$ cat config.mk
export PLATFORM = sky130hd
export DESIGN_NAME = mmio_uart_responder
export DESIGN_NICKNAME = d
export VERILOG_FILES = /design/src/rtl/mmio_pkg.sv /design/src/rtl/sync_fifo.sv /design/src/rtl/mmio_uart_responder.sv
export SDC_FILE = /design/constraint.sdc
export NUM_CORES = 1
export LEC_CHECK = 0
export CAP_MARGIN = 10
export CORE_ASPECT_RATIO = 1.4
export CORE_MARGIN = 5
export CORE_UTILIZATION = 60
export DETAILED_ROUTE_END_ITERATION = 8
export PLACE_DENSITY = 0.85
export SYNTH_ARGS = -nofsm -noshare
export SYNTH_HDL_FRONTEND = slang
export SYNTH_SLANG_ARGS = --single-unit
$ cat constraint.sdc
create_clock -name clk -period 6.8 [get_ports clk]
set_clock_uncertainty 0.15 [all_clocks]
set_input_delay 1.02 -clock clk [delete_from_list [all_inputs] [get_ports clk]]
set_output_delay 1.02 -clock clk [all_outputs]
set_load 0.02 [all_outputs]
$ cat src/rtl/mmio_pkg.sv
// Shared definitions for the CPU memory-mapped I/O path: the I/O address map,
// the UART status/data select encodings and the read-source encodings.
package mmio_pkg;

  localparam logic [31:0] ADDR_UART_TX_READY = 32'h8000_0000;
  localparam logic [31:0] ADDR_UART_RX_VALID = 32'h8000_0004;
  localparam logic [31:0] ADDR_UART_TX_DATA  = 32'h8000_0008;
  localparam logic [31:0] ADDR_UART_RX_DATA  = 32'h8000_000C;
  localparam logic [31:0] ADDR_CYCLE_COUNT   = 32'h8000_0010;
  localparam logic [31:0] ADDR_INSTR_COUNT   = 32'h8000_0014;
  localparam logic [31:0] ADDR_COUNT_RESET   = 32'h8000_0018;

  typedef enum logic [1:0] {
    SEL_DATAOUT    = 2'b00,
    SEL_DIN_READY  = 2'b01,
    SEL_DOUT_VALID = 2'b10,
    SEL_RESERVED   = 2'b11
  } uart_sel_e;

  typedef enum logic {
    RD_SRC_UART    = 1'b0,
    RD_SRC_COUNTER = 1'b1
  } rd_src_e;

endpackage

$ cat src/rtl/sync_fifo.sv
// Single-clock FIFO with an extra pointer MSB to tell full from empty.
// Pushes into a full FIFO and pops from an empty one are ignored; full and
// empty come only from registered pointers, so head/full/empty never depend
// combinationally on this cycle's push or pop.
module sync_fifo #(
  parameter int WIDTH = 8,
  parameter int DEPTH = 4
) (
  input  logic             clk,
  input  logic             reset,
  input  logic             push,
  input  logic [WIDTH-1:0] push_data,
  input  logic             pop,
  output logic [WIDTH-1:0] head,
  output logic             full,
  output logic             empty
);

  localparam int AW = $clog2(DEPTH);

  logic [WIDTH-1:0] mem [DEPTH];
  logic [AW:0]      wr_ptr;
  logic [AW:0]      rd_ptr;
  logic             push_en;
  logic             pop_en;

  assign full    = (wr_ptr[AW] != rd_ptr[AW]) && (wr_ptr[AW-1:0] == rd_ptr[AW-1:0]);
  assign empty   = (wr_ptr == rd_ptr);
  assign push_en = push && !full;
  assign pop_en  = pop && !empty;
  assign head    = mem[rd_ptr[AW-1:0]];

  // Storage write; contents need no reset because the pointers define validity
  always_ff @(posedge clk) begin
    if (push_en) begin
      mem[wr_ptr[AW-1:0]] <= push_data;
    end
  end

  // Pointer update; reset discards everything queued
  always_ff @(posedge clk or posedge reset) begin
    if (reset) begin
      wr_ptr <= '0;
      rd_ptr <= '0;
    end else begin
      if (push_en) begin
        wr_ptr <= wr_ptr + {{AW{1'b0}}, 1'b1};
      end
      if (pop_en) begin
        rd_ptr <= rd_ptr + {{AW{1'b0}}, 1'b1};
      end
    end
  end

endmodule

$ cat src/rtl/mmio_uart_responder.sv
// Responder for the CPU memory-mapped I/O window 0x80000000-0x80000018.
// Buffers UART TX/RX bytes, keeps the cycle and instruction counters and
// returns a registered read result one cycle after the request.
// Optional sticky error flags are built when UART_ERR_FLAGS_EN is defined.
module mmio_uart_responder
  import mmio_pkg::*;
#(
  parameter int TX_DEPTH = 4,
  parameter int RX_DEPTH = 4,
  parameter int CNT_W    = 32
) (
  input  logic        clk,
  input  logic        reset,
  input  logic        we_uart,
  input  logic        re_uart,
  input  logic [1:0]  uart_sel,
  input  logic        rd_src,
  input  logic        ct_sel,
  input  logic        ct_reset,
  input  logic        instr_retire,
  input  logic [31:0] wr_data,
  output logic [31:0] read_data,
  output logic [7:0]  tx_data,
  output logic        tx_valid,
  input  logic        tx_ready,
  input  logic [7:0]  rx_data,
  input  logic        rx_valid,
  output logic        rx_ready
);

  localparam logic [CNT_W-1:0] CNT_ONE = {{(CNT_W-1){1'b0}}, 1'b1};

  logic             tx_full;
  logic             tx_empty;
  logic             rx_full;
  logic             rx_empty;
  logic [7:0]       rx_head;
  logic [CNT_W-1:0] cycle_count;
  logic [CNT_W-1:0] instr_count;
  logic [31:0]      status_base;
  logic [31:0]      read_next;
  logic [23:0]      wr_data_unused;

  assign wr_data_unused = wr_data[31:8];

  sync_fifo #(
    .WIDTH (8),
    .DEPTH (TX_DEPTH)
  ) u_tx_fifo (
    .clk       (clk),
    .reset     (reset),
    .push      (we_uart),
    .push_data (wr_data[7:0]),
    .pop       (tx_ready),
    .head      (tx_data),
    .full      (tx_full),
    .empty     (tx_empty)
  );

  sync_fifo #(
    .WIDTH (8),
    .DEPTH (RX_DEPTH)
  ) u_rx_fifo (
    .clk       (clk),
    .reset     (reset),
    .push      (rx_valid),
    .push_data (rx_data),
    .pop       (re_uart),
    .head      (rx_head),
    .full      (rx_full),
    .empty     (rx_empty)
  );

  assign tx_valid = !tx_empty;
  assign rx_ready = !rx_full;

`ifdef UART_ERR_FLAGS_EN
  logic tx_overflow;
  logic rx_underflow;

  // Sticky error flags; a counter reset clears them even if an error occurs that cycle
  always_ff @(posedge clk or posedge reset) begin
    if (reset) begin
      tx_overflow  <= 1'b0;
      rx_underflow <= 1'b0;
    end else if (ct_reset) begin
      tx_overflow  <= 1'b0;
      rx_underflow <= 1'b0;
    end else begin
      if (we_uart && tx_full) begin
        tx_overflow <= 1'b1;
      end
      if (re_uart && rx_empty) begin
        rx_underflow <= 1'b1;
      end
    end
  end

  assign status_base = {22'h0, rx_underflow, tx_overflow, 8'h00};
`else
  assign status_base = 32'h0;
`endif

  // Free-running cycle counter and retired-instruction counter, cleared by ct_reset
  always_ff @(posedge clk or posedge reset) begin
    if (reset) begin
      cycle_count <= '0;
      instr_count <= '0;
    end else if (ct_reset) begin
      cycle_count <= '0;
      instr_count <= '0;
    end else begin
      cycle_count <= cycle_count + CNT_ONE;
      if (instr_retire) begin
        instr_count <= instr_count + CNT_ONE;
      end
    end
  end

  // Read mux evaluated on pre-edge state so a popping DataOut read returns the popped byte
  always_comb begin
    read_next = 32'h0;
    if (rd_src == RD_SRC_COUNTER) begin
      read_next = ct_sel ? 32'(instr_count) : 32'(cycle_count);
    end else begin
      case (uart_sel)
        SEL_DATAOUT:    read_next = rx_empty ? 32'h0 : {24'h0, rx_head};
        SEL_DIN_READY:  read_next = status_base | {31'h0, !tx_full};
        SEL_DOUT_VALID: read_next = status_base | {31'h0, !rx_empty};
        default:        read_next = 32'h0;
      endcase
    end
  end

  // Register the read result for the writeback mux
  always_ff @(posedge clk or posedge reset) begin
    if (reset) begin
      read_data <= 32'h0;
    end else begin
      read_data <= read_next;
    end
  end

endmodule

# After elaboration in Yosys (flattened, before gate mapping)
# Memory sizes are Yosys's and may differ from the RTL's.
# Index checks and enable logic that the tools add are counted.
# totals
register_bits,108
ram_bits,64
inputBits,52
n_memories,2
# classes
add_sub_neg,6
n_eq_ne,8
muxes,11
reduce_logical,12
# memory_table
name,depth,width,read_ports,rd_ports_with_merged_regs,wr,line,source
u_rx_fifo.mem,4,8,1,0,1,sync_fifo.sv:21,logic [WIDTH-1:0] mem [DEPTH];
u_tx_fifo.mem,4,8,1,0,1,sync_fifo.sv:21,
# ops
operator,count
32-bit two-way mux,5
"32-bit by 1-bit adder with 32-bit output, second input constant",2
8-bit one-hot mux with 3 select lines,1
"3-bit by 1-bit adder with 3-bit output, second input constant",4
8-bit two-way mux,1
3-bit equality test,2
1-bit logical AND,6
2-bit equality test,2
1-bit logical NOT,4
1-bit two-way mux,4
"2-bit by 1-bit equality test with 1-bit output, second input constant",1
"2-bit equality test, second input constant",1
2-bit logical NOT,1
1-bit inequality test,2
2-bit nonzero test,1

# Depth between registers and ports, before layout
# Gate-level depths: netlist (run 1).
# depth
depth_word,6
mapped_depth,7
ltp_nobuf,5

# Hierarchy
# From an unflattened synthesis (run 1), not the netlist that was laid out.
# unflattened
cells_unflattened,661
hier_area_um2,8247.9
# modules_own_cells
module,instances,cells_per_inst,area_each_um2,seq_area_each_um2
mmio_uart_responder,1,479,4889.7,2402.3
sync_fifo,2,91,1679.1,1111.1

# Worst setup path after synthesis (run 1)
# No wires, ideal clock.
# synth_timing
path_type,input -> register
startpoint,in instr_retire
endpoint,reg instr_count[25]
setup_ns,0.078
arrival_time_ns,2.402
t_required_ns,6.572
slack_ns,4.170
stages,5
n_path_buf,1
path_cell_list,nand4_4 or4_1 buf_2 or4_1 a21oi_1
# synth_between
elab_chain_cells,1
# synth_lines
element,line,source
from (decl),mmio_uart_responder.sv:20,"input logic instr_retire,"
2-bit nonzero test (no line),--,
to (signal assigned),mmio_uart_responder.sv:115,instr_count <= instr_count + CNT_ONE;
to (decl),mmio_uart_responder.sv:39,logic [CNT_W-1:0] instr_count;
# Every way passes these cells.
# A chain may end at the register's enable or synchronous reset.

# Worst setup path in the final report (run 1)
# layout_timing
startpoint,reg u_tx_fifo.rd_ptr[0]
endpoint,out tx_data[4]
# layout_between
elab_chain_cells,1
# layout_lines
element,line,source
from (decl),sync_fifo.sv:23,logic [AW:0] rd_ptr;
from (signal assigned),sync_fifo.sv:50,"rd_ptr <= rd_ptr + {{AW{1'b0}}, 1'b1};"
memory read 4 x 8 bit,--,
to (decl),mmio_uart_responder.sv:23,"output logic [7:0] tx_data,"
# Every way passes these cells.

==> results.txt, run 1 <==
----------------------------------------------------
[Worst setup path]
  Top fanout value on the critical path ... 11
  Startpoint-to-endpoint class of the critical path ... register to primary output
  Critical path endpoint category ... primary output
  Crit path arrival time ... 2.32 ns
  Req. time, crit path ... 5.63 ns
  Critical path cell sequence ... mux4_2, clkdlybuf4s50_1
  Launching element type of the critical path ... register
  Worst stage delay on the critical path ... 0.75 ns
  Master of the slowest instance on the critical path ... sky130_fd_sc_hd__dfrtp_1

[Die]
  Starting Density ... 0.609
  Core ar. ... 12800 um2
  Die W ... 106 um
  Vertical extent of the die ... 145 um
  Core Rows ... 49
  Die ar. ... 15300 um2
  I/O pin count ... 94

[Timing]
  Max Clock Freq ... 0.287 GHz
  RSZ-0062 raised after global routing ... false
  Worst max-slew margin expressed relative to the limit ... 0.371
  Setup violation total in the final timing report ... 0
  Ratio of final minimum period to clock period ... 0.513
  Worst Tran Pin Value ... 0.943 ns
  Hold WS ... 0.366 ns
  Hold violation total from the final report ... 0
  Setup TNS Final ... 0 ns
  Final slew viol count ... 0
  Worst setup margin ... 3.31 ns
  Shortest clock period the worst path allows after layout ... 3.49 ns

[Routing]
  Final routed wire length divided by cell count ... 18.3 um
  Antenna Nets Post-Route ... 0
  Pre-Repair DR Iteration Count ... 5
  Wire length reported by the detailed router ... 15.3 mm
  Vias after detailed routing ... 5039
  Post-detailed-route DRC marker count ... 0
  Initial drt markers ... 324
  Via density per instance ... 6.01

[Cells and area]
  Area delta synth->final ... 17.0%
  Filler Cell Count ... 860
  Sequential standard cell area ... 4620 um2
  Core utilization of the finished layout ... 0.712
  N_diodes ... 0
  Multi-input logic area ... 2930 um2
  Layout cell share with drive strength beyond 1 ... 0.114
  Final std cells w/o fill ... 838
  Post-route design area ... 9080 um2
  Number of nets in the final layout ... 736

[GRT]
  Congestion Overflow GR ... 0
  Pin count of the biggest net entering global routing ... 75
  GR Util All Layers ... 0.213
  Number of antenna violations at the first check in global routing ... 0
  Global-route wire length before repair ... 25.8 mm
  Vias in the first global route ... 5347

[Clock network]
  TritonCTS buffer count ... 17
  Depth of the CTS H-tree ... 4
  Clock tree root buffer cell ... sky130_fd_sc_hd__clkbuf_16
  Number of sinks driven by the clock tree ... 172
  Worst skew pair latency ... 0.42 ns
  Bufs on Longest Clock Path ... 2
  Hold Buf Count CTS ... 0
  Clock tree from TritonCTS ... yes
  Clock-pin slew of the registers on the worst-case setup and hold paths ... 0.06 ns
  Number of post-CTS setup repair buffers ... 0
  PostCTS Resize Cnt ... 0

[Synthesis]
  Synth Cell Area ... 7760 um2
  Top-area cell type share of the netlist area ... 0.348
  Synth cell types ... 40
  Cell types occupying the most area after synthesis ... sky130_fd_sc_hd__dfrtp_1 (35%), sky130_fd_sc_hd__edfxtp_1 (25%), sky130_fd_sc_hd__mux4_2 (4.6%)
  Post-synthesis instance total ... 611
  Post-synthesis area per instance ... 12.7 um2
  Number of flops mapped to enable cells by yosys ... 64
  Cell taking the most area after synthesis ... sky130_fd_sc_hd__dfrtp_1
  Main flop type after synthesis ... sky130_fd_sc_hd__dfrtp_1
  Post-synthesis async set-or-reset flop share ... 0.628
  Synthesis-stage register bit count ... 172
  Synth Net Count ... 675
  Sequential share of the synthesized area ... 0.596
  Yosys warns ... 0
  Ranking of synthesized cells by instance count ... sky130_fd_sc_hd__dfrtp_1 (108), sky130_fd_sc_hd__edfxtp_1 (64), sky130_fd_sc_hd__nor2_1 (37)
  Cell with the most instances after synthesis ... sky130_fd_sc_hd__dfrtp_1

[Placement]
  Placed Area ... 8520 um2
  Final Wtd Congestion ... 0.764
  Count of input and output buffers ... 69
  Number of cells in the design after placement ... 806
  Post-placement setup slack ... 3.28 ns
  Post-DP HPWL ... 10.2 mm

[Power and ir drop]
  Overall Power ... 2.86 mW
  Share of power burned in the clock network ... 0.320
  Switching Fraction ... 0.295
  Proportion of power drawn by flip-flops and latches ... 0.468
  P_sw ... 0.845 mW
  Worst IR Drop VDD ... 0.272 mV
  Standby leakage power ... 3.55 nW
  Share of total power in combinational logic ... 0.212
  Power density over the cells ... 315 nW/um2
  Cell Int Power ... 2.02 mW

[Run]
  Max-cap viol count ... 0

[Worst hold path]
  Worst min path class ... register to register

[Status]
  Run status ... completed

----------------------------------------------------
worst max-delay path, delay by kind of cell (launching register included):
| family | cells | cell delay (ns) |
|---|---|---|
| buf+inv | 1 | 0.56 |
| mux | 1 | 0.60 |
| flops | 1 | 0.75 |
layer usage:
layer | vias up | track usage | share of wire
met5 | - | 0 | 0
met3 | 24 | 0.0353 | 0.030
met1 | 2540 | 0.237 | 0.38
li1 | 2360 | - | -
met2 | 115 | 0.410 | 0.57
met4 | 0 | 0.0744 | 0.018
kinds of logic (layout without fill, tap and decap cells):
group	after synthesis	after routing	share of synthesized area
AO/OA/AOI/OAI	73	73	0.0577
buffers and inverters	48	122	0.0264
XOR/XNOR	37	37	0.0417
flip-flops	172	172	0.596
adder cells (fa/ha/maj)	12	12	0.0193
multiplexers	61	61	0.108
AND/OR/NAND/NOR	208	208	0.152
layout by cell type, fill, tap and decap left out, types with 2 or more instances in the layout:
cell type                         synthesis  final
sky130_fd_sc_hd__and4_1                   7      7
sky130_fd_sc_hd__nor2b_1                 34     34
sky130_fd_sc_hd__dfrtp_1                108    108
sky130_fd_sc_hd__ha_1                    12     12
sky130_fd_sc_hd__inv_6                    0      8
sky130_fd_sc_hd__nor4_1                   4      4
sky130_fd_sc_hd__or3_2                    2      2
sky130_fd_sc_hd__mux2i_1                 26     26
sky130_fd_sc_hd__o21ai_0                 16     16
sky130_fd_sc_hd__nand3_1                 24     24
sky130_fd_sc_hd__a21oi_1                 29     29
sky130_fd_sc_hd__or4_1                   19     19
sky130_fd_sc_hd__nor2_1                  37     37
sky130_fd_sc_hd__nor3_1                   9      9
sky130_fd_sc_hd__a31oi_1                  4      4
sky130_fd_sc_hd__and3_1                   7      7
sky130_fd_sc_hd__mux4_2                  16     16
sky130_fd_sc_hd__and2_1                  10     10
sky130_fd_sc_hd__a32o_1                   7      7
sky130_fd_sc_hd__nand4_1                 12     12
sky130_fd_sc_hd__clkbuf_16                0     17
sky130_fd_sc_hd__clkdlybuf4s50_1          0     67
sky130_fd_sc_hd__xnor2_1                 19     19
sky130_fd_sc_hd__inv_1                   18     17
sky130_fd_sc_hd__inv_8                    0      3
sky130_fd_sc_hd__buf_4                    0      3
sky130_fd_sc_hd__buf_2                    3      2
sky130_fd_sc_hd__nand2_1                 26     26
sky130_fd_sc_hd__mux2_2                  19     19
sky130_fd_sc_hd__or3_1                   11     11
sky130_fd_sc_hd__edfxtp_1                64     64
sky130_fd_sc_hd__xor2_1                  18     18
sky130_fd_sc_hd__o31ai_1                 16     16
power groups by stage:
stage / sequential, mW / combinational, mW / clock [mW]
finish: 1.34 / 0.606 / 0.917
detailed placement: 1.36 / 0.614 / 0
floorplan: 1.29 / 0.459 / 0
global placement: 1.35 / 0.595 / 0
global route: 1.36 / 0.666 / 0.980
CTS: 1.34 / 0.618 / 0.928
sequential cells by signal, summed over array words and instances (netlist names):
| signal | flops |
|---|---|
| cycle_count | 32 |
| instr_count | 32 |
| read_data | 32 |
| u_rx_fifo.mem | 32 |
| u_tx_fifo.mem | 32 |
| u_rx_fifo.rd_ptr | 3 |
| u_rx_fifo.wr_ptr | 3 |
| u_tx_fifo.rd_ptr | 3 |
| u_tx_fifo.wr_ptr | 3 |
path summary, 6_finish.rpt:
kind	start	to	slack (ns)	cells past startpoint
setup / recovery	u_tx_fifo.rd_ptr[0]	tx_data[4]	3.31	2
min in group asynchronous	reset	read_data[10]	0.84	2
hold / removal	u_tx_fifo.wr_ptr[2]	u_tx_fifo.wr_ptr[2]	0.37	1
setup reg to reg	u_rx_fifo.rd_ptr[0]	u_rx_fifo.mem[3][6]	4.28	3
hold reg to reg	u_tx_fifo.wr_ptr[2]	u_tx_fifo.wr_ptr[2]	0.37	1
max in group asynchronous	reset	cycle_count[9]	4.42	3
cell type report:
cell class	count	share of cell area
Sequential cell	172	0.509
Multi-Input combinational cell	391	0.323
Timing Repair Buffer	72	0.0774
Clock buffer	18	0.0484
Tap cell	153	0.0211
Clock inverter	14	0.0134
Inverter	18	0.00771
Power figures use the tool's default switching activity.
==> run 2: changes to the inputs <==
CORE_UTILIZATION = 56   (was 60)
PLACE_DENSITY = 0.8   (was 0.85)
clock period = 3.5 ns   (was 6.8 ns; I/O delays follow)
==> run 2 against run 1 <==
Effect of this change:
- final area rose by 0.99%
- first-iteration DRC count fell by 30%
- critical endpoint is now tx_data[3]
- flip-flop and latch count did not move
- largest cell class unchanged
- clock power rose by 96%
- utilization fell by 4.7 points
- sequential share of layout area fell by 0.50 points
==> results.txt, run 2 (same netlist as run 1, synthesis figures left out) <==
----------------------------------------------------
[Status]
  Run status ... completed

[Timing]
  Worst Tran Pin Value ... 1.06 ns (+0.116 ns)
  Setup violation total in the final timing report ... 0 (unchanged)
  RSZ-0062 raised after global routing ... false
  Worst max-slew margin expressed relative to the limit ... 0.294 (-0.0770)
  Ratio of final minimum period to clock period ... 0.864
  Hold violation total from the final report ... 0 (unchanged)
  Shortest clock period the worst path allows after layout ... 3.02 ns
  Final slew viol count ... 0 (unchanged)
  Setup TNS Final ... 0 ns (unchanged)
  Max Clock Freq ... 0.331 GHz

[Clock network]
  Clock tree from TritonCTS ... yes
  TritonCTS buffer count ... 17 (unchanged)
  Bufs on Longest Clock Path ... 2 (unchanged)
  Hold Buf Count CTS ... 0 (unchanged)
  Worst skew pair latency ... 0.42 ns (about the same)
  Clock tree root buffer cell ... sky130_fd_sc_hd__clkbuf_16
  Clock-pin slew of the registers on the worst-case setup and hold paths ... 0.07 ns (about the same)
  PostCTS Resize Cnt ... 0 (unchanged)
  Number of post-CTS setup repair buffers ... 0 (unchanged)
  Number of sinks driven by the clock tree ... 172 (unchanged)
  Depth of the CTS H-tree ... 4 (unchanged)

[Worst setup path]
  Req. time, crit path ... 2.82 ns (-2.81 ns)
  Master of the slowest instance on the critical path ... sky130_fd_sc_hd__dfrtp_1
  Crit path arrival time ... 2.35 ns (+0.03 ns)
  Critical path endpoint category ... primary output
  Worst stage delay on the critical path ... 0.75 ns (about the same)
  Critical path cell sequence ... mux4_2, clkdlybuf4s50_1
  Top fanout value on the critical path ... 11 (unchanged)
  Number of buffers and inverters on the critical path ... 1 (unchanged)
  Launching element type of the critical path ... register
  Startpoint-to-endpoint class of the critical path ... register to primary output
  Kind of cell adding the most delay to the critical path ... flip-flops

[Worst hold path]
  Worst min path class ... register to register

[GRT]
  Congestion Overflow GR ... 0 (unchanged)
  Number of antenna violations at the first check in global routing ... 0 (unchanged)
  GR Util All Layers ... 0.202 (-0.0115)
  Pin count of the biggest net entering global routing ... 109 (+45%)
  Vias in the first global route ... 5348 (+0.019%)
  Global-route wire length before repair ... 25.8 mm (-0.32%)

[Cells and area]
  Post-route design area ... 9170 um2 (+0.99%)
  Number of nets in the final layout ... 739 (+0.41%)
  N_diodes ... 0 (unchanged)
  Area delta synth->final ... 18.2%
  Highest-count cells in the layout ignoring fill and taps ... sky130_fd_sc_hd__dfrtp_1 (108), sky130_fd_sc_hd__clkdlybuf4s50_1 (67), sky130_fd_sc_hd__edfxtp_1 (64)
  Most common library cell in the layout ignoring fill and taps ... sky130_fd_sc_hd__dfrtp_1
  Layout cell share with drive strength beyond 1 ... 0.118 (+0.00386)

[Die]
  Die W ... 110 um (+3.2%)
  I/O pin count ... 94 (unchanged)
  Die ar. ... 16300 um2 (+6.6%)
  Vertical extent of the die ... 149 um (+3.3%)
  Core ar. ... 13800 um2 (+8.1%)
  Starting Density ... 0.563 (-0.0455)
  Core Rows ... 51 (+4.1%)

[Routing]
  Final routed wire length divided by cell count ... 17.7 um (-3.1%)
  Post-detailed-route DRC marker count ... 0 (unchanged)
  Antenna Nets Post-Route ... 0 (unchanged)
  Wire length reported by the detailed router ... 15.5 mm (+0.97%)
  Pre-Repair DR Iteration Count ... 4 (-1)
  Via density per instance ... 5.80 (-3.6%)
  Vias after detailed routing ... 5063 (+0.48%)
  Initial drt markers ... 228 (-30%)

[Placement]
  Post-DP HPWL ... 10.6 mm (+4.0%)
  Final Wtd Congestion ... 0.826 (+8.1%)
  Count of input and output buffers ... 69 (unchanged)
  Placed Area ... 8600 um2 (+0.90%)

[Run]
  Max-cap viol count ... 0 (unchanged)

[Power and ir drop]
  Power density over the cells ... 613 nW/um2 (+95%)
  Worst IR Drop VDD ... 0.579 mV (+110%)
  Standby leakage power ... 3.57 nW (+0.40%)

----------------------------------------------------
## run 2: power breakdown
part           switching, mW  internal [mW]  leakage, nW
logic                  0.644          0.614         1.23
clock network          0.850          0.948        0.274
registers              0.199           2.37         2.06
## run 2: worst register-to-register path, delay by kind of cell (launching register included)
kind | cells | cell delay (ns)
flip-flops | 1 | 0.75
AND/OR/NAND/NOR | 1 | 0.53
AO/OA/AOI/OAI | 1 | 0.50
XOR/XNOR | 1 | 0.23
## run 2: metal layers
layer	global-route usage	wire (um)	share of wire	vias to the layer above
li1	-	-	-	2370
met1	0.232	6010	0.39	2547
met2	0.363	8620	0.56	119
met3	0.0468	554	0.036	27
met4	0.0705	264	0.017	0
met5	0	0	0	-
## run 2: final timing paths
kind	start	endpoint	slack (ns)	depth (start not counted)
max in group asynchronous	reset	instr_count[2]	2.30	3
setup reg to reg	u_tx_fifo.rd_ptr[0]	u_tx_fifo.mem[3][3]	0.98	3
hold reg to reg	u_tx_fifo.wr_ptr[2]	u_tx_fifo.wr_ptr[2]	0.37	1
min in group asynchronous	reset	read_data[14]	0.44	3
hold / removal	u_tx_fifo.wr_ptr[2]	u_tx_fifo.wr_ptr[2]	0.37	1
setup / recovery	u_tx_fifo.rd_ptr[0]	tx_data[3]	0.48	2
## run 2: area by class of cell
cell class	count	area [um2]
Clock inverter	15	149
Multi-Input combinational cell	391	2930
Clock buffer	17	425
Tap cell	185	231
Fill cell	1039	4610
Sequential cell	172	4620
Inverter	18	71.3
Timing Repair Buffer	75	738
## run 2: per-stage QoR
stage / std cells / total power [mW] / hold WS [ns] / utilization / setup WS (ns)
4_1_cts: 873 / 5.68 / 0.367 / 0.665 / 0.406
6_report: 873 / 5.63 / 0.365 / 0.665 / 0.476
2_1_floorplan: 611 / 3.41 / 0.310 / - / 1.36
3_3_place_gp: 841 / 3.80 / 0.327 / 0.624 / 0.536
5_1_grt: 873 / 5.87 / 0.382 / 0.665 / 0.321
3_5_place_dp: 841 / 3.87 / 0.350 / 0.624 / 0.452
==> edit (config.mk and constraints of run 2) <==
`RX_DEPTH`: 4 -> 8.
--- a/src/rtl/mmio_uart_responder.sv
+++ b/src/rtl/mmio_uart_responder.sv
@@ -6,7 +6,7 @@
   import mmio_pkg::*;
 #(
   parameter int TX_DEPTH = 4,
-  parameter int RX_DEPTH = 4,
+  parameter int RX_DEPTH = 8,
   parameter int CNT_W    = 32
 ) (
   input  logic        clk,
Check against the original RTL: not equivalent (a bounded check fails within 10 cycles, from zero or initial values and one cycle with reset high).
==> edit against run 2 <==
  * Core utilization decreased by 0.53 points
  * Critical path depth unchanged
  * Die area increased by 16%
  * First-iteration DRC count increased by 39%
  * Design area increased by 16%
  * Cell count increased by 10%
  * Sequential cell count increased by 34
  * Wire length increased by 20%
  * Synthesized area increased by 18%
  * Power increased by 19%
  * Sequential power increased by 19%
  * Setup slack got worse by 0.099 ns
  * Largest cell class unchanged
==> edit: results <==
{
  "nFillCells": 1162,
  "vias": 5741,
  "ys_seq_area_frac": 0.616,
  "dpl.hpwl_mm": 12.5,
  "synthArstFlopShare": 0.534,
  "holdCritStartpoint": "u_rx_fifo.wr_ptr[3]",
  "endpoint": "tx_data[2]",
  "grt_pass1_vias": 6090,
  "grt_max_degree": 111,
  "synth_cell_type_count": 47,
  "cts_max_level": 1,
  "avgRoutedWirePerCell_um": 19.2,
  "syn_area_per_cell_um2": 13.4,
  "p_seq_mw": 3.06,
  "arrival_ns": 2.45,
  "placed_cell_area_um2": 10000,
  "multi_input_area_um2": 3280,
  "hold_end": "u_rx_fifo.wr_ptr[3]",
  "gp_routability_congestion": 0.825,
  "leakage_nw": 4.04,
  "track_usage": 0.196,
  "dpl.cell_count": 928,
  "r2r_slack_ns": 0.96,
  "slowest_delay_ns": 0.78,
  "dpl_worst_slack_ns": 0.615,
  "peakVddDrop_uv": 464,
  "status": "finished clean",
  "drive_gt1_frac": 0.123
}
-- edit: worst max-delay path, delay by kind of cell (launching register included) --
| kind | cells | cell delay, ns |
|---|---|---|
| buffers and inverters | 1 | 0.56 |
| multiplexers | 1 | 0.60 |
| flip-flops | 1 | 0.78 |
-- edit: cells by family after synthesis --
group,synth area share
multiplexers,0.114
buffers and inverters,0.0252
adder cells (fa/ha/maj),0.0123
XOR/XNOR,0.0383
AO/OA/AOI/OAI,0.0517
AND/OR/NAND/NOR,0.142
flip-flops,0.616
-- edit: area by class of cell --
cell class	count	area share
Timing Repair Buffer	84	0.0758
Inverter	13	0.00494
Clock inverter	11	0.00812
Sequential cell	206	0.530
Clock buffer	24	0.0494
Tap cell	199	0.0234
Multi-Input combinational cell	426	0.308
-- edit: layer usage --
layer / wire length, um / vias up / global-route usage
li1: - / 2684 / -
met1: 6940 / 2859 / 0.226
met2: 9910 / 151 / 0.361
met3: 988 / 47 / 0.0308
met4: 647 / 0 / 0.0814
met5: 0 / - / 0
